`src/rtl/dense_layer_seq.sv`:
```
// Sequential fixed-point fully-connected layer: y = act(W*x + b), one MAC per cycle.
// Rows are evaluated in order; each row takes N_IN MAC cycles followed by one FIN cycle.
module dense_layer_seq #(
    parameter int N_IN   = 2,
    parameter int N_OUT  = 2,
    parameter int DATA_W = 16,
    parameter int FRAC   = 8
) (
    input  logic                             clk,
    input  logic                             rst,
    input  logic                             start,
    input  logic                             relu_en,
    input  logic [N_IN*DATA_W-1:0]           x,
    input  logic [N_IN*N_OUT*DATA_W-1:0]     w,
    input  logic [N_OUT*DATA_W-1:0]          b,
    output logic [N_OUT*DATA_W-1:0]          y,
    output logic                             busy,
    output logic                             done
);

    localparam int ACC_W = 2*DATA_W + $clog2(N_IN) + 1;
    localparam int IW    = (N_IN > 1) ? $clog2(N_IN) : 1;
    localparam int JW    = (N_OUT > 1) ? $clog2(N_OUT) : 1;
    localparam int KW    = (N_IN*N_OUT > 1) ? $clog2(N_IN*N_OUT) : 1;

    localparam logic signed [ACC_W:0] SMAX = {{(ACC_W+2-DATA_W){1'b0}}, {(DATA_W-1){1'b1}}};
    localparam logic signed [ACC_W:0] SMIN = {{(ACC_W+2-DATA_W){1'b1}}, {(DATA_W-1){1'b0}}};

    typedef enum logic [1:0] {IDLE, MAC, FIN} state_t;

    state_t                        state_q, state_d;
    logic [IW-1:0]                 i_q;
    logic [JW-1:0]                 j_q;
    logic [KW-1:0]                 k_q;
    logic signed [ACC_W-1:0]       acc_q;

    logic [N_IN*DATA_W-1:0]        x_q;
    logic [N_IN*N_OUT*DATA_W-1:0]  w_q;
    logic [N_OUT*DATA_W-1:0]       b_q;
    logic                          relu_q;

    logic signed [DATA_W-1:0]      x_el, w_el, b_el, res;
    logic signed [2*DATA_W-1:0]    prod;
    logic signed [ACC_W-1:0]       acc_sh;
    logic signed [ACC_W:0]         sum;
    logic                          last_i, last_j;

    function automatic logic signed [DATA_W-1:0] sat_fn(input logic signed [ACC_W:0] v);
        if (v > SMAX) return SMAX[DATA_W-1:0];
        if (v < SMIN) return SMIN[DATA_W-1:0];
        return v[DATA_W-1:0];
    endfunction

    function automatic logic signed [DATA_W-1:0] relu_fn(input logic signed [DATA_W-1:0] v,
                                                        input logic en);
        return (en && v[DATA_W-1]) ? '0 : v;
    endfunction

    // Weights are stored row-major, so a single running index k walks them in MAC order.
    assign x_el   = x_q[int'(i_q)*DATA_W +: DATA_W];
    assign w_el   = w_q[int'(k_q)*DATA_W +: DATA_W];
    assign b_el   = b_q[int'(j_q)*DATA_W +: DATA_W];
    assign prod   = $signed({{DATA_W{x_el[DATA_W-1]}}, x_el}) * $signed({{DATA_W{w_el[DATA_W-1]}}, w_el});
    assign acc_sh = acc_q >>> FRAC;
    assign sum    = $signed({acc_sh[ACC_W-1], acc_sh})
                  + $signed({{(ACC_W+1-DATA_W){b_el[DATA_W-1]}}, b_el});
    assign res    = relu_fn(sat_fn(sum), relu_q);
    assign last_i = (i_q == IW'(N_IN-1));
    assign last_j = (j_q == JW'(N_OUT-1));
    assign busy   = (state_q != IDLE);

    always_comb begin
        state_d = state_q;
        case (state_q)
            IDLE:    if (start) state_d = MAC;
            MAC:     if (last_i) state_d = FIN;
            FIN:     state_d = last_j ? IDLE : MAC;
            default: state_d = IDLE;
        endcase
    end

    always_ff @(posedge clk) begin
        if (rst) state_q <= IDLE;
        else     state_q <= state_d;
    end

    // Operand capture at the accept edge; the loader may change its buses afterwards.
    always_ff @(posedge clk) begin
        if (state_q == IDLE && start) begin
            x_q    <= x;
            w_q    <= w;
            b_q    <= b;
            relu_q <= relu_en;
        end
    end

    always_ff @(posedge clk) begin
        if (rst) begin
            i_q   <= '0;
            j_q   <= '0;
            k_q   <= '0;
            acc_q <= '0;
            y     <= '0;
            done  <= 1'b0;
        end else begin
            done <= 1'b0;
            case (state_q)
                IDLE: begin
                    if (start) begin
                        i_q   <= '0;
                        j_q   <= '0;
                        k_q   <= '0;
                        acc_q <= '0;
                    end
                end
                MAC: begin
                    acc_q <= acc_q + $signed({{(ACC_W-2*DATA_W){prod[2*DATA_W-1]}}, prod});
                    k_q   <= k_q + 1'b1;
                    if (!last_i) i_q <= i_q + 1'b1;
                end
                FIN: begin
                    y[int'(j_q)*DATA_W +: DATA_W] <= res;
                    if (last_j) begin
                        done <= 1'b1;
                    end else begin
                        j_q   <= j_q + 1'b1;
                        i_q   <= '0;
                        acc_q <= '0;
                    end
                end
                default: ;
            endcase
        end
    end

endmodule

```
`config.mk`:
```
export PLATFORM = sky130hd
export DESIGN_NAME = dense_layer_seq
export DESIGN_NICKNAME = d
export VERILOG_FILES = /design/src/rtl/dense_layer_seq.sv
export SDC_FILE = /design/constraint.sdc
export NUM_CORES = 1
export LEC_CHECK = 0
export ABC_AREA = 1
export CORE_AREA = 10 10 299 301
export CTS_CLUSTER_SIZE = 24
export DETAILED_ROUTE_END_ITERATION = 8
export DIE_AREA = 0 0 309 311
export GPL_TIMING_DRIVEN = 0
export HOLD_SLACK_MARGIN = 0.03
export SYNTH_ARGS = -nofsm -noshare
export SYNTH_HDL_FRONTEND = slang
export SYNTH_SLANG_ARGS = --single-unit
export TNS_END_PERCENT = 1
```
`constraint.sdc`:
```
create_clock -name clk -period 21.6 [get_ports clk]
set_input_delay 3.24 -clock clk [delete_from_list [all_inputs] [get_ports clk]]
set_output_delay 3.24 -clock clk [all_outputs]
set_load 0.01 [all_outputs]
```
==> results, run 1 <==
- Detailed routing inserted a total of 16.1k vias.
- The average wire length per cell after detail routing is 16.3 um.
- The accumulated negative setup slack is 0 ps.
- The detail route stage leaves a number of antenna-violating nets equal to 0.
- The wire length of the first global-routing pass is roughly 96000 um.
- The height of the chip is between 300 and 400 um.
- The final hold violation count is 0.
- From synthesis to final layout, the design area changed by 19.6%.
- Synthesis inferred 202 register bits.
- The flow ran to the end, and the final reports show no timing, DRC or antenna violations.
- The last weighted congestion value of the routability-driven placer is 0.900.
- The tightest min-delay check is of the register to register type.
- The largest clock skew in the final design is 12.9 ps.
- The slew at the pin closest to its max-slew limit is 1200 ps.
- Yosys attributes the largest share of cell area to sky130_fd_sc_hd__fa_1, sky130_fd_sc_hd__edfxtp_1, sky130_fd_sc_hd__nand2_1, sky130_fd_sc_hd__inv_1, sky130_fd_sc_hd__ha_1.
- Wires add up to 60500 um.
- In this run the core area contains 106 standard-cell rows.
- The tool flagged a number of max-cap violations equal to 0.
- The TritonCTS buffer count is 27.
- The initial antenna violation count came to 1.
- Among all flip-flop cells after synthesis, the most frequent one is sky130_fd_sc_hd__edfxtp_1.
- The region available for standard cell placement spans ~83000 sq um.
- The depth of the worst register-to-register path is 25.
- The clock transition at the registers of the reported paths is about 60 ps.
- The number of slew-limit violations in the final report is 0.
- The normalized max-slew margin is 19.8%.
- Synthesis produced a netlist whose cell count is 2400.
- The number of DRC violations after detailed routing is 0.
- For this run, the register share of the synthesized area comes to 25.9%.
- The root buffer cell is sky130_fd_sc_hd__clkbuf_16.
- In this run, distinct cell masters in the synthesized netlist total 43.
- The insertion delay to the later sink of the worst-skew pair is 570 ps.
- The overall routing resource usage is about an eighth.
- 166 I/O pins were placed.
- After detailed routing, the number of vias per cell comes to 4.34.
- Measured along the x axis, the die boundary spans 309 um.
- The share of flip-flops with an asynchronous set or reset after synthesis is 0%.
- The floorplan die area is 96100 sq um.
- The netlist area before placement is between 20000 and 25000 sq um.
- Derived from the worst setup path, the maximum achievable clock frequency is 0.118 GHz.
- Clock tree synthesis found a total of 202 sinks.
- Summed over all instances, the cell type with the most area after synthesis is sky130_fd_sc_hd__fa_1.
- The critical path class is register to register.
- The type of element capturing the critical path is a register.
- The cts-stage hold buffer count is 0.
- The final net count is 3165.
- Data arrives at the worst endpoint at 8890 ps.
- Yosys mapped a number of flops with a built-in enable equal to 129.
- The worst hold path passes through 2 cells.
- The initial utilization of the core area, before any placement, comes to 24.7%.
- The final critical-path required period is roughly 8400 ps.
- The top cell type by area accounts for 29.7% of the synthesized area.
- Yosys instantiated no cell more often than sky130_fd_sc_hd__nand2_1.
- Setup repair after global routing left no endpoint under its margin.
- Entering global routing, the biggest net connects 36 pins.
- The number of buffers on the longest clock path is 3.
- The TritonCTS clock tree is built.
- In this run the number of H-tree levels came out at 1.
- Once the clock tree was built, the setup fixing pass inserted 0 buffers.
- The pre-antenna-repair detailed-routing pass consisted of 5 iterations.
- The number of warning messages in the yosys log is 0.
- The total overflow left after global routing is 0.
- The detailed router finished its first iteration with between 1k and 1.5k violations.
- Counting instances in the post-synthesis netlist gives the leading cell types as sky130_fd_sc_hd__nand2_1, sky130_fd_sc_hd__inv_1, sky130_fd_sc_hd__fa_1.
- In the finished design, the share of the clock period the worst path needs comes to a little under 40%.
- Along the worst path, the maximum fanout reaches 10.
- Data on the critical path is required at its endpoint by 22040 ps.
- STA classifies the critical path startpoint as a register.
- Counting every net in the synthesized netlist gives 2966.
- Setup violations remaining at the end of the flow were counted as 0.
- The via count of the first global-routing pass came to approximately 17k.
- In this run the tool buffered the top-level ports with 165 buffer cells.
- After legalization and detailed placement, the total HPWL measured 51600 um.
- The post-CTS resize count is 0.
- In the final layout, the share of cells above drive strength 1 is 4.73%.
- The post-synthesis area per instance is 8.59 sq um.
[logic make-up (layout without fill, tap and decap cells)]
logic type                 after synthesis  in the layout  synth area share (%)
AOI/OAI and AO/OA                      263            263                  6.81
xor gates and xnor gates                24             24                  1.02
adders and majority gates              434            434                  37.5
buffers and inverters                  558            778                  10.3
DFF                                    202            202                  25.9
other                                    0              1                     0
and+or+nand+nor                        919            919                  18.5
[final cells by class]
class / instances / area [sq um]
fill: 8799 / 58700
multi-input combinational: 1640 / 13200
sequential: 202 / 5340
inverter: 502 / 1880
timing repair buffer: 170 / 1740
tap: 1080 / 1350
clock buffer: 38 / 823
buffer: 56 / 234
clock inverter: 12 / 105
antenna: 1 / 2.50
[registers in the layout, summed over array words and instances (netlist names)]
name and flops:
relu_q 1, j_q 1, x_q 32, k_q 2, done 1, b_q 32
w_q 64, y 32, state_q 2, i_q 1, acc_q 34
[cells in the final DEF (no fill, tap or decap), types with 7 or more instances in the layout]
master	instances
sky130_fd_sc_hd__o21ai_1	16
sky130_fd_sc_hd__clkinv_1	15
sky130_fd_sc_hd__inv_1	476
sky130_fd_sc_hd__nor3_1	11
sky130_fd_sc_hd__inv_2	13
sky130_fd_sc_hd__nand2_2	19
sky130_fd_sc_hd__nand3_1	88
sky130_fd_sc_hd__nand2_1	530
sky130_fd_sc_hd__xnor2_1	8
sky130_fd_sc_hd__a21o_1	7
sky130_fd_sc_hd__clkbuf_16	31
sky130_fd_sc_hd__o21bai_1	9
sky130_fd_sc_hd__nor2_1	210
sky130_fd_sc_hd__nor2_2	11
sky130_fd_sc_hd__clkbuf_1	54
sky130_fd_sc_hd__fa_1	306
sky130_fd_sc_hd__a21oi_1	134
sky130_fd_sc_hd__nand4_1	20
sky130_fd_sc_hd__xor2_1	16
sky130_fd_sc_hd__dfxtp_1	73
sky130_fd_sc_hd__clkdlybuf4s50_1	165
sky130_fd_sc_hd__edfxtp_1	129
sky130_fd_sc_hd__ha_1	128
sky130_fd_sc_hd__o21ai_0	80
sky130_fd_sc_hd__or2_2	18
[worst paths after layout]
path                            slack, ps         to      from
worst min-delay path                  500   acc_q[5]  acc_q[5]
worst max register to register      13150  acc_q[25]       i_q
worst min register to register        500   acc_q[5]  acc_q[5]
worst max-delay path                13150  acc_q[25]       i_q
[worst max-delay path, cell delays in order (launching register included)]
cell,delay (ps)
sky130_fd_sc_hd__dfxtp_1,400
sky130_fd_sc_hd__inv_1,80
sky130_fd_sc_hd__clkbuf_1,340
sky130_fd_sc_hd__or2_2,390
sky130_fd_sc_hd__o21ai_1,630
sky130_fd_sc_hd__clkinv_1,750
sky130_fd_sc_hd__nand2_1,280
sky130_fd_sc_hd__fa_1,450
sky130_fd_sc_hd__fa_1,470
sky130_fd_sc_hd__fa_1,510
sky130_fd_sc_hd__inv_1,50
sky130_fd_sc_hd__fa_1,520
sky130_fd_sc_hd__fa_1,560
sky130_fd_sc_hd__inv_1,60
sky130_fd_sc_hd__fa_1,530
sky130_fd_sc_hd__inv_1,40
sky130_fd_sc_hd__ha_1,340
sky130_fd_sc_hd__a21o_1,200
sky130_fd_sc_hd__a21oi_1,290
sky130_fd_sc_hd__a21boi_0,210
sky130_fd_sc_hd__o21ai_0,290
sky130_fd_sc_hd__a21oi_1,350
sky130_fd_sc_hd__o21bai_1,110
sky130_fd_sc_hd__or2_2,280
sky130_fd_sc_hd__nand3_1,70
sky130_fd_sc_hd__a21oi_1,70
[per-layer routing]
metal  share of wire, %  wire length (um)  track usage [%]
met3                7.5              4560             2.91
met2                 48             29000             21.5
met5                  0                 0                0
met1                 41             24900             15.9
met4                3.4              2030             4.00
[metrics by stage]
stage | instances | area, sq um | hold slack, ps | worst slack [ps] | util (%)
detailed placement | 3650 | 23700 | 496 | 13340 | 28.5
floorplan | 2400 | 20600 | 450 | 12040 | -
global route | 3701 | 24600 | 514 | 12690 | 29.6
global placement | 3645 | 23600 | 487 | 7780 | 28.3
finish | 3701 | 24600 | 495 | 13150 | 29.6
CTS | 3700 | 24600 | 507 | 13320 | 29.6
Power of run 1 is left out: the tool's default activity adds up to more than one toggle a clock period on the data nets, which glitch-free logic cannot reach.
==> run 2: changes to the inputs <==
clock period = 7.9 ns   (was 21.6 ns; I/O delays follow)
==> run 2 against run 1 <==
Global-route usage about the same. Worst hold slack worse by 1.8 ps. Non-clock buffer count decreased by 1. Die area did not move. Utilization is 0.20 points higher. Sequential share of layout area decreased by 0.15 points. Register-to-register slack got worse by 13000 ps. Via count is 0.75% higher. Final cell count did not move. Routed wire length increased by 0.35%. Flip-flop and latch count is the same. Critical path depth grew 5.
==> results, run 2 (synthesis results as in run 1) <==
- The run finished with clean final reports.
- The type of element capturing the critical path is a register.
- The number of DRC violations after detailed routing is 0.
- The area growth from synthesis to final layout is 20.4%.
- The final hold violation count was 0.
- The post-route fraction of the period consumed by the critical path is around 95%.
- Including well taps, the total number of placed cells is 3650.
- For this configuration, the core starts out at a cell density of 24.7%.
- Detailed placement ended at an HPWL of 51600 um.
- Setup violations remaining at the end of the flow were counted as 0.
- After filler insertion, the fill cell instance count of the layout stands at 8794.
- The startpoint identified for the worst hold timing path is acc_q[5].
- The most common library cell in the layout ignoring fill and taps is sky130_fd_sc_hd__nand2_1.
- Once detail routing completed, the nets flagged for antenna violations numbered 0.
- The normalized max-slew margin is 27.1%.
- The largest driver fanout on the critical path is 10.
- Across the run, the number of max-cap violations was 0.
- The final net count is 3164.
- The largest individual stage delay along the critical path comes from the cell sky130_fd_sc_hd__fa_1.
- The via count of the first global-routing pass is 17.0k.
- CTS built an H-tree with a depth of 1.
- The beginning of the worst register-to-register path is k_q[0].
- Setup slack on the critical path of the routed design comes to 370 ps.
- The met3 usage in global routing is 2.91%.
- The final layout contains routed wiring with a total length of 60700 um.
- After detailed routing, the average wire length per cell comes to 16.4 um.
- Counting I/O delays and the setup requirement, the final critical path takes 7530 ps.
- The number of I/O port buffers is 165.
- Global routing consumed, on the met1 layer, between 15 and 20% of the routing resources.
- Across every metal layer, demand over resource in global routing totals 12.8%.
- For this run, the top clock speed supported by timing is between 0.1 and 0.15 GHz.
- Routability-driven placement finished with a final weighted congestion of roughly 0.9.
- In this run the worst hold path is classified as register to register.
- TritonCTS built the clock tree.
- The first global-routing pass estimated approximately 96000 um of wire.
- The initial antenna violation count is 1.
- The start point of the critical path is k_q[0].
- STA puts the critical path data required time at 8350 ps.
- From left edge to right edge, the die measures 309 um.
- Counting both buffers and inverters, the worst setup path holds a total of 10.
- The depth of the worst register-to-register path is 30.
- The number of top-level design ports is 166.
- The standard cell core area is 83300 sq um.
- The largest registers in the layout are w_q x64, acc_q x34.
- The setup check on the worst reg-to-reg path leaves a slack of around 370 ps.
- The critical register-to-register path endpoint is acc_q[25].
- The detailed router's first-iteration violation count is 1038.
- The met2 capacity usage during global routing is 21.6%.
- The count of non-filler cells in the finished layout is 3701.
- The flip-flop count of the largest register, all copies and words added is 64.
- The fraction of final layout cells with drive strength greater than 1 is under 10%.
- The root buffer cell is sky130_fd_sc_hd__clkbuf_16.
- After clock tree synthesis, the clock-pin slew on the worst setup and hold paths is 60 ps.
- On the worst path, the slowest cell contributes a delay of 560 ps.
- The critical path runs through a total of 30 cells.
- STA classifies the critical path startpoint as a register.
- The initialized floorplan defines approximately 110 standard-cell rows.
- From bottom edge to top edge, the die measures 311 um.
- The pin count of the biggest net entering global routing is 36.
- The end point of the critical path is acc_q[25].
- The total clock sinks is 202.
- In the layout the commonest cells are sky130_fd_sc_hd__nand2_1, sky130_fd_sc_hd__inv_1, sky130_fd_sc_hd__fa_1.
- The TritonCTS buffer count is 27.
- The layer carrying the most global-route usage is met2.
- The later pin in the worst-skew pair is clocked with a latency of between 500 and 600 ps.
- The largest clock skew in the final design is roughly 14 ps.
- At the pin with the least slew margin, the transition time is 1090 ps.
- The family with the most delay on the worst path is adder cells.
- After detailed routing, the number of vias per cell comes to between 4 and 5.
- For this run, the detailed router's first-pass iteration total came to 5.
- For the worst setup path, the data arrival time is 7980 ps.
- Detailed routing inserted a total of approximately 16k vias.
- The longest clock path from root to sink contains 3 buffers.
- The register name with the most flops is w_q.
- Setup repair after global routing left no endpoint under its margin.
- The overflow left after global routing is 0.
- The floorplan step defined a die boundary enclosing 96100 sq um.
- The number of slew-limit violations in the final report is 0.
- The critical path class is register to register.
- Before CTS, the worst setup slack after placement is -363 ps.
[run 2: changes by cell type in the layout (fill, tap and decap cells not counted), sizes merged]
cell and change:
clkinv -3, clkinvlp +3, clkbuf -1, diode +1
[run 2: worst min path at each step]
stage | depth (start not counted) | to
2_1_floorplan | 2 | acc_q[5]
3_5_place_dp | 2 | acc_q[5]
4_1_cts | 2 | acc_q[5]
6_report | 2 | acc_q[5]
5_1_grt | 2 | acc_q[5]
3_3_place_gp | 2 | acc_q[5]
[run 2: repair_timing]
action | CTS | global route
buffers inserted | 0 | 0
pin swaps | 0 | 1
hold buffers | 0 | 0
endpoints found under the setup margin | 8 | 15
resized for setup | 24 | 57
cloned | 0 | 0
[run 2: layout make-up]
cell class / count / area, sq um / area share (%)
Buffer: 55 / 259 / 1.04
Clock inverter: 12 / 105 / 0.424
Sequential cell: 202 / 5340 / 21.5
Multi-Input combinational cell: 1640 / 13300 / 53.6
Clock buffer: 38 / 823 / 3.32
Antenna cell: 2 / 5.00 / 0.0202
Timing Repair Buffer: 170 / 1740 / 7.01
Tap cell: 1080 / 1350 / 5.45
Inverter: 502 / 1900 / 7.67
[run 2: metrics by stage]
step | hold WS, ps | utilization, % | area [sq um] | TNS (ps)
4_1_cts | 507 | 29.6 | 24700 | 0
5_1_grt | 514 | 29.8 | 24800 | 0
3_5_place_dp | 496 | 28.5 | 23700 | -1370
6_report | 494 | 29.8 | 24800 | 0
3_3_place_gp | 487 | 28.3 | 23600 | -380960
2_1_floorplan | 450 | - | 20600 | 0
[run 2: worst min-delay path, stage by stage, from the launching register on]
cell,delay [ps]
sky130_fd_sc_hd__dfxtp_1,330
sky130_fd_sc_hd__nand2_1,70
sky130_fd_sc_hd__a21oi_1,60
[run 2: per-layer routing]
metal  routed length [um]  up-vias
li1                     -     7801
met1                25300     7840
met2                29100      466
met3                 4240       92
met4                 2030        0
met5                    0        -
Power of run 2 is left out for the same reason.
==> run 3: changes to the inputs <==
SLEW_MARGIN = 20   (was not set)
==> run 3 against run 2 <==
Critical path depth fell by 1. Global-route usage barely moved. Routed wire length rose by 0.17%. Design area fell by 0.47%. Highest routed layer unchanged. Largest cell class unchanged. Critical endpoint unchanged.
==> results, run 3 (synthesis results as in run 1) <==
- The post-route fraction of the period consumed by the critical path is 95.3%.
- The most critical setup path has its endpoint at acc_q[25].
- In this run the critical register-to-register path is captured at acc_q[25].
- The area occupied by multi-input gates is 13300 sq um.
- Clock-pin slew was measured on the worst setup and hold paths at approximately 60 ps.
- The highest metal layer carrying signal wires in the routed design is met4.
- The most common library cell in the layout ignoring fill and taps is sky130_fd_sc_hd__nand2_1.
- In the final routing, the length of wire on met1 measures 26000 um.
- The number of slew-limit violations in the final report is 0.
- The worst hold-check slack is 495 ps.
- The routed length on met2 is about 29000 um.
- Setup repair after global routing could not meet its margin everywhere.
- The total length of routed wires is 60800 um.
- The initial core utilization is between 20% and 30%.
- The number of top-level design ports is around 170.
- The most numerous cell type found on the critical path is sky130_fd_sc_hd__fa_1.
- Relative to the synthesized area, the layout overhead comes to 19.8%.
- Registers take 5340 sq um.
- The cts-stage hold buffer count is 0.
- The root buffer cell is sky130_fd_sc_hd__clkbuf_16.
- The beginning of the worst register-to-register path is k_q[0].
- The slowest stage cell on the critical path is sky130_fd_sc_hd__fa_1.
- The worst setup path is captured at a register.
- The floorplan die area is 96100 sq um.
- At the end of the flow, the number of nets in the layout was 3163.
- The height of the chip is 311 um.
- Timing would allow up to 0.133 GHz.
- The largest clock skew in the final design is ~41 ps.
- On the worst path, the slowest cell contributes a delay of 550 ps.
- Dividing the detail-routed wire length by the instance count gives 16.4 um.
- The area after detailed placement is 23700 sq um.
- The total vias in the final route is 16.2k.
- The via count of the first global-routing pass is 16.9k.
- The worst hold path belongs to the class register to register.
- The final critical-path required period is 7530 ps.
- For this run the aggregate overflow at the end of global routing stands at 0.
- The largest driver fanout on the critical path is 10.
- The reported max-cap violation count is 0.
- The setup path with the least slack is of type register to register.
- The first detailed-routing pass ran for 5 iterations.
- The detailed route wirelength on metal3 is 3660 um.
- Counting tap cells, the placed design contains a total of 3651 instances.
- The half-perimeter wire length after placement is between 50000 and 60000 um.
- The normalized max-slew margin is between 30% and 40%.
- The slew at the pin closest to its max-slew limit is 949 ps.
- In the final layout, the registers with the most flip-flops are w_q x64, acc_q x34.
- The wire length of the first global-routing pass is 95900 um.
- The total clock sinks is 202.
- The start point of the critical path is k_q[0].
- Counting cells, the worst reg-to-reg path comes to 29.
- In this run the deepest clock path goes through 3 buffers.
- The last weighted congestion value of the routability-driven placer is 0.900.
- CTS built an H-tree with a depth of 1.
- The flip-flop count of the largest register, all copies and words added is 64.
- The number of clock buffers added by TritonCTS is 25.
- The number of I/O port buffers is ~170.
- The post-route antenna net violation count is 0.
- The count of non-filler cells in the finished layout is 3698.
- The flow ran to the end, and the final reports show no timing, DRC or antenna violations.
- The setup slack of the most critical reg-to-reg path is between 300 and 400 ps.
- Entering global routing, the biggest net connects 27 pins.
- Setup violations remaining at the end of the flow were counted as 0.
- The horizontal die dimension is 309 um.
- The standard cell core area is 83300 sq um.
- In the final layout, the share of cells above drive strength 1 is 6.54%.
- The arrival time at the worst endpoint is 7960 ps.
- STA classifies the critical path startpoint as a register.
- The insertion delay to the later sink of the worst-skew pair is around 580 ps.
- The final hold violation count is 0.
- The number of placement rows is 106.
- The layout has 8844 filler cells.
- The TritonCTS clock tree is built.
- The detailed router's first-iteration violation count is between 900 and 1k.
- The initial antenna violation count is 1.
- The register name with the most flops is w_q.
- The final design area excluding fillers is 24700 sq um.
- The overall routing resource usage is roughly 13%.
- The number of DRC violations after detailed routing is 0.
- In the layout the commonest cells are sky130_fd_sc_hd__nand2_1, sky130_fd_sc_hd__inv_1, sky130_fd_sc_hd__fa_1.
- For the worst setup path, the data required time is between 8000 and 9000 ps.
- In the routed layout, each cell is associated on average with a via count of 4.39.
[run 3: area by class of cell]
type,count,area share (%)
diodes,2,0.0203
plain buffers,55,1.04
clock buffers,30,2.61
clock inverters,16,0.725
inverters,502,7.68
multi-input cells,1640,53.7
flip-flops and latches,202,21.6
well taps,1080,5.47
repair buffers,171,7.12
[run 3: repair_timing]
item                                    4_1_cts  5_1_grt
setup buffers                                 0        0
endpoints found under the hold margin         0        0
pin swaps                                     0        1
endpoints found under the setup margin        8       15
resized for setup                            23       49
[run 3: through the flow]
stage          setup slack [ps]  TNS (ps)  utilization [%]
3_3_place_gp              -3870   -380960             28.3
4_1_cts                    22.5         0             29.5
3_5_place_dp               -338     -1340             28.5
6_report                    368         0             29.6
2_1_floorplan               391         0                -
5_1_grt                   -30.0     -30.0             29.6
[run 3: routing by layer]
layer	GRT usage, %	up-vias
li1	-	7797
met1	16.0	7936
met2	21.6	414
met3	2.71	78
met4	3.87	0
met5	0	-
[run 3: how the worst min path moves through the flow]
| stage | start | to | depth (start not counted) |
|---|---|---|---|
| after floorplan | acc_q[5] | acc_q[5] | 2 |
| after global placement | acc_q[5] | acc_q[5] | 2 |
| after detailed placement | acc_q[5] | acc_q[5] | 2 |
| after CTS | acc_q[5] | acc_q[5] | 2 |
| after global routing | acc_q[5] | acc_q[5] | 2 |
| final | acc_q[5] | acc_q[5] | 2 |
[run 3: worst max-delay path: cells and delay by family (launching register included)]
| kind | cells | cell delay [ps] |
|---|---|---|
| AO/OA/AOI/OAI | 7 | 1310 |
| flip-flops | 1 | 340 |
| buffers and inverters | 9 | 1300 |
| AND/OR/NAND/NOR | 6 | 910 |
| adder cells (fa/ha/maj) | 7 | 3510 |
Power of run 3 is left out for the same reason.
